<file path="src/rtl/ni_injector.sv">
// Network-interface injector: serialises core packet requests into 8-bit flits for the
// router local input, gated by a credit counter. Optional macro NI_PKT_CNT_EN enables pkt_count.
module ni_injector #(
    parameter int MAX_BODY = 3,
    parameter int CREDITS  = 4
) (
    input  logic                          clk,
    input  logic                          rst,
    input  logic                          req_valid,
    output logic                          req_ready,
    input  logic [5:0]                    req_dest,
    input  logic [$clog2(MAX_BODY+1)-1:0] req_len,
    input  logic [6*MAX_BODY-1:0]         req_data,
    output logic [7:0]                    flit_out,
    output logic                          flit_write,
    input  logic                          credit_in,
    output logic                          busy,
    output logic                          credit_err,
    output logic [15:0]                   pkt_count
);

    localparam int LW = $clog2(MAX_BODY + 1);
    localparam int CW = $clog2(CREDITS + 1);
    localparam logic [CW-1:0] CREDIT_MAX = CW'(CREDITS);

    localparam logic [1:0] S_IDLE = 2'b00;
    localparam logic [1:0] S_HEAD = 2'b01;
    localparam logic [1:0] S_BODY = 2'b10;

    logic [1:0]            state;
    logic [5:0]            dest_q;
    logic [LW-1:0]         len_q;
    logic [LW-1:0]         idx_q;
    logic [6*MAX_BODY-1:0] data_q;
    logic [CW-1:0]         credits;

    logic                  issue;
    logic                  last_flit;
    logic [7:0]            next_flit;
    logic [5:0]            payload;

    assign req_ready = (state == S_IDLE);
    assign busy      = (state != S_IDLE);

    always_comb begin
        payload = '0;
        for (int unsigned n = 0; n < MAX_BODY; n++) begin
            if (idx_q == LW'(n)) begin
                payload = data_q[6*n +: 6];
            end
        end
    end

    // A flit goes out only from HEAD/BODY and only with a credit in hand.
    always_comb begin
        issue     = 1'b0;
        last_flit = 1'b0;
        next_flit = '0;
        case (state)
            S_HEAD: begin
                issue     = (credits != '0);
                last_flit = (len_q == '0);
                next_flit = {(last_flit ? 2'b11 : 2'b01), dest_q};
            end
            S_BODY: begin
                issue     = (credits != '0);
                last_flit = (idx_q == len_q - LW'(1));
                next_flit = {(last_flit ? 2'b10 : 2'b00), payload};
            end
            default: ;
        endcase
    end

    always_ff @(posedge clk or posedge rst) begin
        if (rst) begin
            state  <= S_IDLE;
            dest_q <= '0;
            len_q  <= '0;
            idx_q  <= '0;
            data_q <= '0;
        end else begin
            case (state)
                S_IDLE: begin
                    if (req_valid) begin
                        dest_q <= req_dest;
                        len_q  <= req_len;
                        data_q <= req_data;
                        idx_q  <= '0;
                        state  <= S_HEAD;
                    end
                end
                S_HEAD: begin
                    if (issue) begin
                        state <= last_flit ? S_IDLE : S_BODY;
                    end
                end
                S_BODY: begin
                    if (issue) begin
                        if (last_flit) begin
                            state <= S_IDLE;
                        end else begin
                            idx_q <= idx_q + LW'(1);
                        end
                    end
                end
                default: state <= S_IDLE;
            endcase
        end
    end

    always_ff @(posedge clk or posedge rst) begin
        if (rst) begin
            flit_out   <= '0;
            flit_write <= 1'b0;
        end else begin
            flit_write <= issue;
            if (issue) begin
                flit_out <= next_flit;
            end
        end
    end

    // Issue and return in the same cycle cancel; a return into a full counter is an error.
    always_ff @(posedge clk or posedge rst) begin
        if (rst) begin
            credits    <= CREDIT_MAX;
            credit_err <= 1'b0;
        end else begin
            case ({issue, credit_in})
                2'b10: credits <= credits - CW'(1);
                2'b01: begin
                    if (credits == CREDIT_MAX) begin
                        credit_err <= 1'b1;
                    end else begin
                        credits <= credits + CW'(1);
                    end
                end
                default: ;
            endcase
        end
    end

`ifdef NI_PKT_CNT_EN
    always_ff @(posedge clk or posedge rst) begin
        if (rst) begin
            pkt_count <= '0;
        end else if (issue && last_flit) begin
            pkt_count <= pkt_count + 16'd1;
        end
    end
`else
    assign pkt_count = 16'h0000;
`endif

endmodule
</file>
<file path="config.mk">
export PLATFORM = sky130hd
export DESIGN_NAME = ni_injector
export DESIGN_NICKNAME = d
export VERILOG_FILES = /design/src/rtl/ni_injector.sv
export SDC_FILE = /design/constraint.sdc
export NUM_CORES = 1
export LEC_CHECK = 0
export ABC_AREA = 1
export CAP_MARGIN = 20
export CELL_PAD_IN_SITES_DETAIL_PLACEMENT = 1
export CELL_PAD_IN_SITES_GLOBAL_PLACEMENT = 1
export CORE_UTILIZATION = 37
export DETAILED_ROUTE_END_ITERATION = 6
export PLACE_DENSITY_LB_ADDON = 0.1
export SLEW_MARGIN = 20
export SYNTH_ARGS = -nofsm -noshare
export SYNTH_HDL_FRONTEND = slang
export SYNTH_SLANG_ARGS = --single-unit
</file>
<file path="constraint.sdc">
create_clock -name clk -period 2.5 [get_ports clk]
set_input_delay 0.25 -clock clk [delete_from_list [all_inputs] [get_ports clk]]
set_output_delay 0.25 -clock clk [all_outputs]
set_load 0.03 [all_outputs]
</file>
After elaboration in Yosys (flattened, before gate mapping):

Index checks and enable logic that the tools add are counted.

* bits in registers: 43
* output and inout bits: 28

* reduce and logical (&&, ||, !) cells: 13
* $add $sub $neg: 4
* eq/ne operators: 14
* muxes and demuxes: 20

Operator list (number)
* 2-bit 2-to-1 mux: 10
* 6-bit 2-to-1 mux: 3
* 8-bit case mux with 2 select lines: 1
* 2-bit != test, second input constant: 6
* 4-bit AND reduction: 2
* 2-bit by 1-bit equality test with 1-bit output, second input constant: 3
* 2-bit equality test, second input constant: 3
* 2-bit zero test: 3
* 2-bit case mux with 3 select lines: 1
* 3-bit case mux with 2 select lines: 1
* 2-bit AND reduction: 3
* 2-bit nonzero test: 3
* 2-bit case mux with 2 select lines: 1
* 3-bit by 1-bit adder with 3-bit output, second input constant: 1
* 3-bit equality test, second input constant: 1
* 3-bit 2-to-1 mux: 1
* 3-bit nonzero test: 1
* 3-bit by 1-bit subtractor with 3-bit output, second input constant: 1
* 2-bit by 1-bit adder with 2-bit output, second input constant: 1
* 2-bit equality test: 1
* 1-bit case mux with 2 select lines: 1
* 2-bit OR reduction: 1
* 2-bit by 1-bit subtractor with 2-bit output, second input constant: 1
* 1-bit 2-to-1 mux: 1

Logic depth before layout (Yosys ltp):

* depth after elaboration: 6
* mapped depth: 11
* gate-level depth less buffers: 11

Worst setup path before layout:

Ideal clock, no wire load.

* path kind: reg-to-reg
* start point: register state[0]
* end point: register credits[2]
* library setup time: 0.060 ns
* buffers on the path: 0
* slack: 0.593 ns
* cell stages (with the launch flop): 12
* data required time: 2.440 ns
* arrival: 1.846 ns
* cells stage by stage: dfrtp_1 -> inv_1 -> ha_1 -> nand2_4 -> inv_4 -> nor2_2 -> inv_1 -> fa_1 -> or2_1 -> nand2_1 -> nand2_1 -> nand2_1

* cells in the longest elaborated chain, start to end: 6

RTL lines
* start: declaration: line 30 `logic [1:0] state;`
* start signal: assignment: line 94 `state <= last_flit ? S_IDLE : S_BODY;`
* 2-bit equality test or 2-bit by 1-bit equality test with 1-bit output (tied branches): line 59 `case (state)`
* 2-bit OR reduction (no source line) *
* 1-bit 2-to-1 mux *
* 2-bit by 1-bit equality test with 1-bit output or 2-bit equality test (tied branches): line 129 `case ({issue, credit_in})`
* 2-bit != test (no source line) or 2-bit nonzero test (tied branches)
* 2-bit AND reduction (no source line)
* end signal: assignment: line 130 `2'b10: credits <= credits - CW'(1);`
* end signal: assignment: line 135 `credits <= credits + CW'(1);`
* end: declaration: line 35 `logic [CW-1:0] credits;`

Mark *: on every way between the ends. The rest lies on a longest branch, timed or not.
A chain may end at the register's enable or synchronous reset.

Worst setup path after layout:

Ends and elaborated chain as after synthesis.

==> run_results.csv <==
group,metric,value,unit
floorplanning,core,5610,sq um
sta,fmax,0.464,GHz
setup_path,cp-end-kind,"flip-flop",
routing,routedWlPerCell,14.2,um
global_route,grt_usage,17.4,%
global_route,grt_pass1_vias,1663,
clock_network,tritoncts,"yes",
yosys,ys_seq_elements,43,
clock_network,cts.sinks,43,
placed_design,place_hpwl,3450,um
floorplanning,dieArea,6250,sq um
cells_and_area,regArea,1080,sq um
yosys,netlist_instances,217,
cells_and_area,syn_to_final_growth,24.8,%
cells_and_area,diodes,0,
routing,final_antenna_net_count,0,
sta,hold_viol,0,
setup_path,reg2reg_slack,340,ps
yosys,synth.yosys.warnings,0,
setup_path,cp_max_fo,12,
sta,slew-limit-headroom,62.1,%
yosys,synth_top_area_share,47.8,%
cells_and_area,fin_util,48.9,%
floorplanning,die_x,79.1,um
sta,fin_crit,2160,ps
sta,finalSetupViolations,0,
clock_network,clk_transition_reported_paths,90,ps
yosys,synth_area,2200,sq um
placed_design,io_buffers,41,
routing,remaining_drc_errors,0,
yosys,synth_top_cell_by_area,"dfrtp_1",
yosys,synthTopCellsByArea,"dfrtp_1, mux2_2, a21oi_1",
status,status,"completed",
global_route,grt_antenna_before_repair,0,
global_route,grt_max_degree,44,
yosys,yosysUniqueCellTypes,28,
routing,viasPerCell,4.75,
min_path,hold_path.class,"input port to asynchronous set/reset pin",
sta,rsz0062_at_grt,"no",
pwr,leakage,1.25,nW
clock_network,cts_made_buffers,5,
pwr,p_per_area,1340,nW/um^2
sta,max_slew.worst_pin.slew,568,ps
setup_path,cp-start-kind,"flip-flop",
sta,maxSlewViolCount,0,
sta,fin_hold_ws,375,ps
setup_path,cp.arrival,2410,ps
clock_network,hold_buffers,0,
placed_design,gp_congestion,0.727,
sta,finalSetupTns,0,ps
run,cap_violations,0,
clock_network,cts_max_level,2,
routing,first_pass_iters,4,
yosys,syn_area_per_cell,10.1,sq um
clock_network,cts_max_path_buffers,2,
cells_and_area,nFillCells,668,
cells_and_area,drive_gt1_share,18.3,%
cells_and_area,design_area,2740,sq um
routing,vias,1588,
clock_network,cts-root-buf,"clkbuf_8",
global_route,grt_remaining_overflow,0,
routing,routed_wl,4760,um
placed_design,place_area,2630,sq um
yosys,synth.yosys.seq_area_share,49.0,%
floorplanning,boundaryPins,58,
cells_and_area,fin_nets,300,
routing,drtIter0Drc,79,
sta,post-route-period-util,86.2,%
clock_network,clk_latency,310,ps
clock_network,cts_resized,0,
setup_path,worstSetupPathType,"flip-flop to flip-flop",
setup_path,worstPathRequired,2760,ps
global_route,grt_pass1_wl,8180,um
pwr,peakVddDrop,0.000611,V
sta,skew,7.75,ps
cells_and_area,multi_input_area,951,sq um
floorplanning,die_y,79.1,um
floorplanning,initial_core_util,39.2,%
clock_network,cts_setup_buffers,0,
floorplanning,rows,27,
pwr,total_power,3.67,mW
==> area by class of cell <==
class | count | share of cell area [%]
well taps | 72 | 3.28
flip-flops and latches | 43 | 39.3
repair buffers | 43 | 16.0
clock inverters | 3 | 1.73
clock buffers | 5 | 2.51
multi-input cells | 150 | 34.7
inverters | 18 | 2.55
==> kinds of logic (layout without fill, tap and decap cells) <==
kind of cell               Yosys count  count (layout)  synth area share [%]
muxes                               24              24                  12.3
and+or+nand+nor                     63              63                  13.7
other                                1              16                 0.171
buffers and inverters               39              69                  10.3
xor gates and xnor gates             1               1                 0.398
DFF                                 43              43                  49.0
adders and majority gates            9               9                  5.46
AOI/OAI and AO/OA                   37              37                  8.71
==> cells in the mapped netlist, drive strengths merged <==
| cell type | count |
|---|---|
| inv | 18 |
| nand4 | 2 |
| dfrtp | 42 |
| ha | 8 |
| a21oi | 29 |
| nor2 | 13 |
| dfstp | 1 |
| or2 | 1 |
| o21ai | 7 |
| buf | 21 |
| nand2 | 34 |
| mux2 | 24 |
| fa | 1 |
| xor2 | 1 |
| conb | 1 |
| nand3 | 13 |
| o21bai | 1 |
==> critical path: stages, from the launching register on <==
cell     delay [ps]
dfrtp_1         400
inv_1            80
ha_1            340
nand2_4         160
inv_4           100
nor2_2          130
inv_1            80
fa_1            390
or2_1           260
nand2_1          60
nand2_1          50
nand2_1          50
==> state kept, by name (all words and copies together), names as in the netlist <==
| register | count |
|---|---|
| state | 2 |
| len_q | 2 |
| flit_write | 1 |
| dest_q | 6 |
| credit_err | 1 |
| idx_q | 2 |
| flit_out | 8 |
| data_q | 18 |
| credits | 3 |
==> path summary, 6_finish.rpt <==
path                                              from                endpoint  depth (start not counted)
worst max-delay path              state[0]$_DFFE_PP0P_  credits[2]$_DFFE_PP1P_                         11
worst min-delay path                               rst  data_q[13]$_DFFE_PP0P_                          3
worst max register to register    state[0]$_DFFE_PP0P_  credits[2]$_DFFE_PP1P_                         11
worst min register to register  credit_err$_DFFE_PP0P_  credit_err$_DFFE_PP0P_                          1
max in group asynchronous                          rst   data_q[8]$_DFFE_PP0P_                          3
min in group clk                credit_err$_DFFE_PP0P_  credit_err$_DFFE_PP0P_                          1
==> layout by cell type (no fill, tap or decap), drive strengths merged <==
cell / instances
dfrtp: 42
clkdlybuf4s50: 41
nand2: 34
a21oi: 29
mux2: 24
inv: 19
conb: 16
nor2: 13
nand3: 13
ha: 8
o21ai: 7
clkbuf: 5
nand4: 2
buf: 2
xor2: 1
or2: 1
o21bai: 1
fa: 1
bufinv: 1
clkinv: 1
dfstp: 1
==> layer usage <==
metal  vias up  routed length [um]  part of all wire [%]  global-route usage (%)
li1        769                   -                     -                       -
met1       770                2220                    47                    23.4
met2        43                2210                    47                    26.7
met3         6                 258                   5.4                    5.29
met4         0                  57                   1.2                    5.45
met5         -                   0                     0                       0
==> report_power, final <==
part / leakage (nW) / switching, mW / internal [mW] / total [mW]
Combinational: 0.682 / 1.05 / 0.769 / 1.82
Sequential: 0.511 / 0.220 / 1.06 / 1.28
Clock: 0.0587 / 0.270 / 0.303 / 0.573
==> through the flow <==
step	cells	setup WS [ps]
finish	334	345
global route	334	171
CTS	334	347
detailed placement	326	370
global placement	326	451
floorplan	232	593
(Power assumes the default switching activity.)
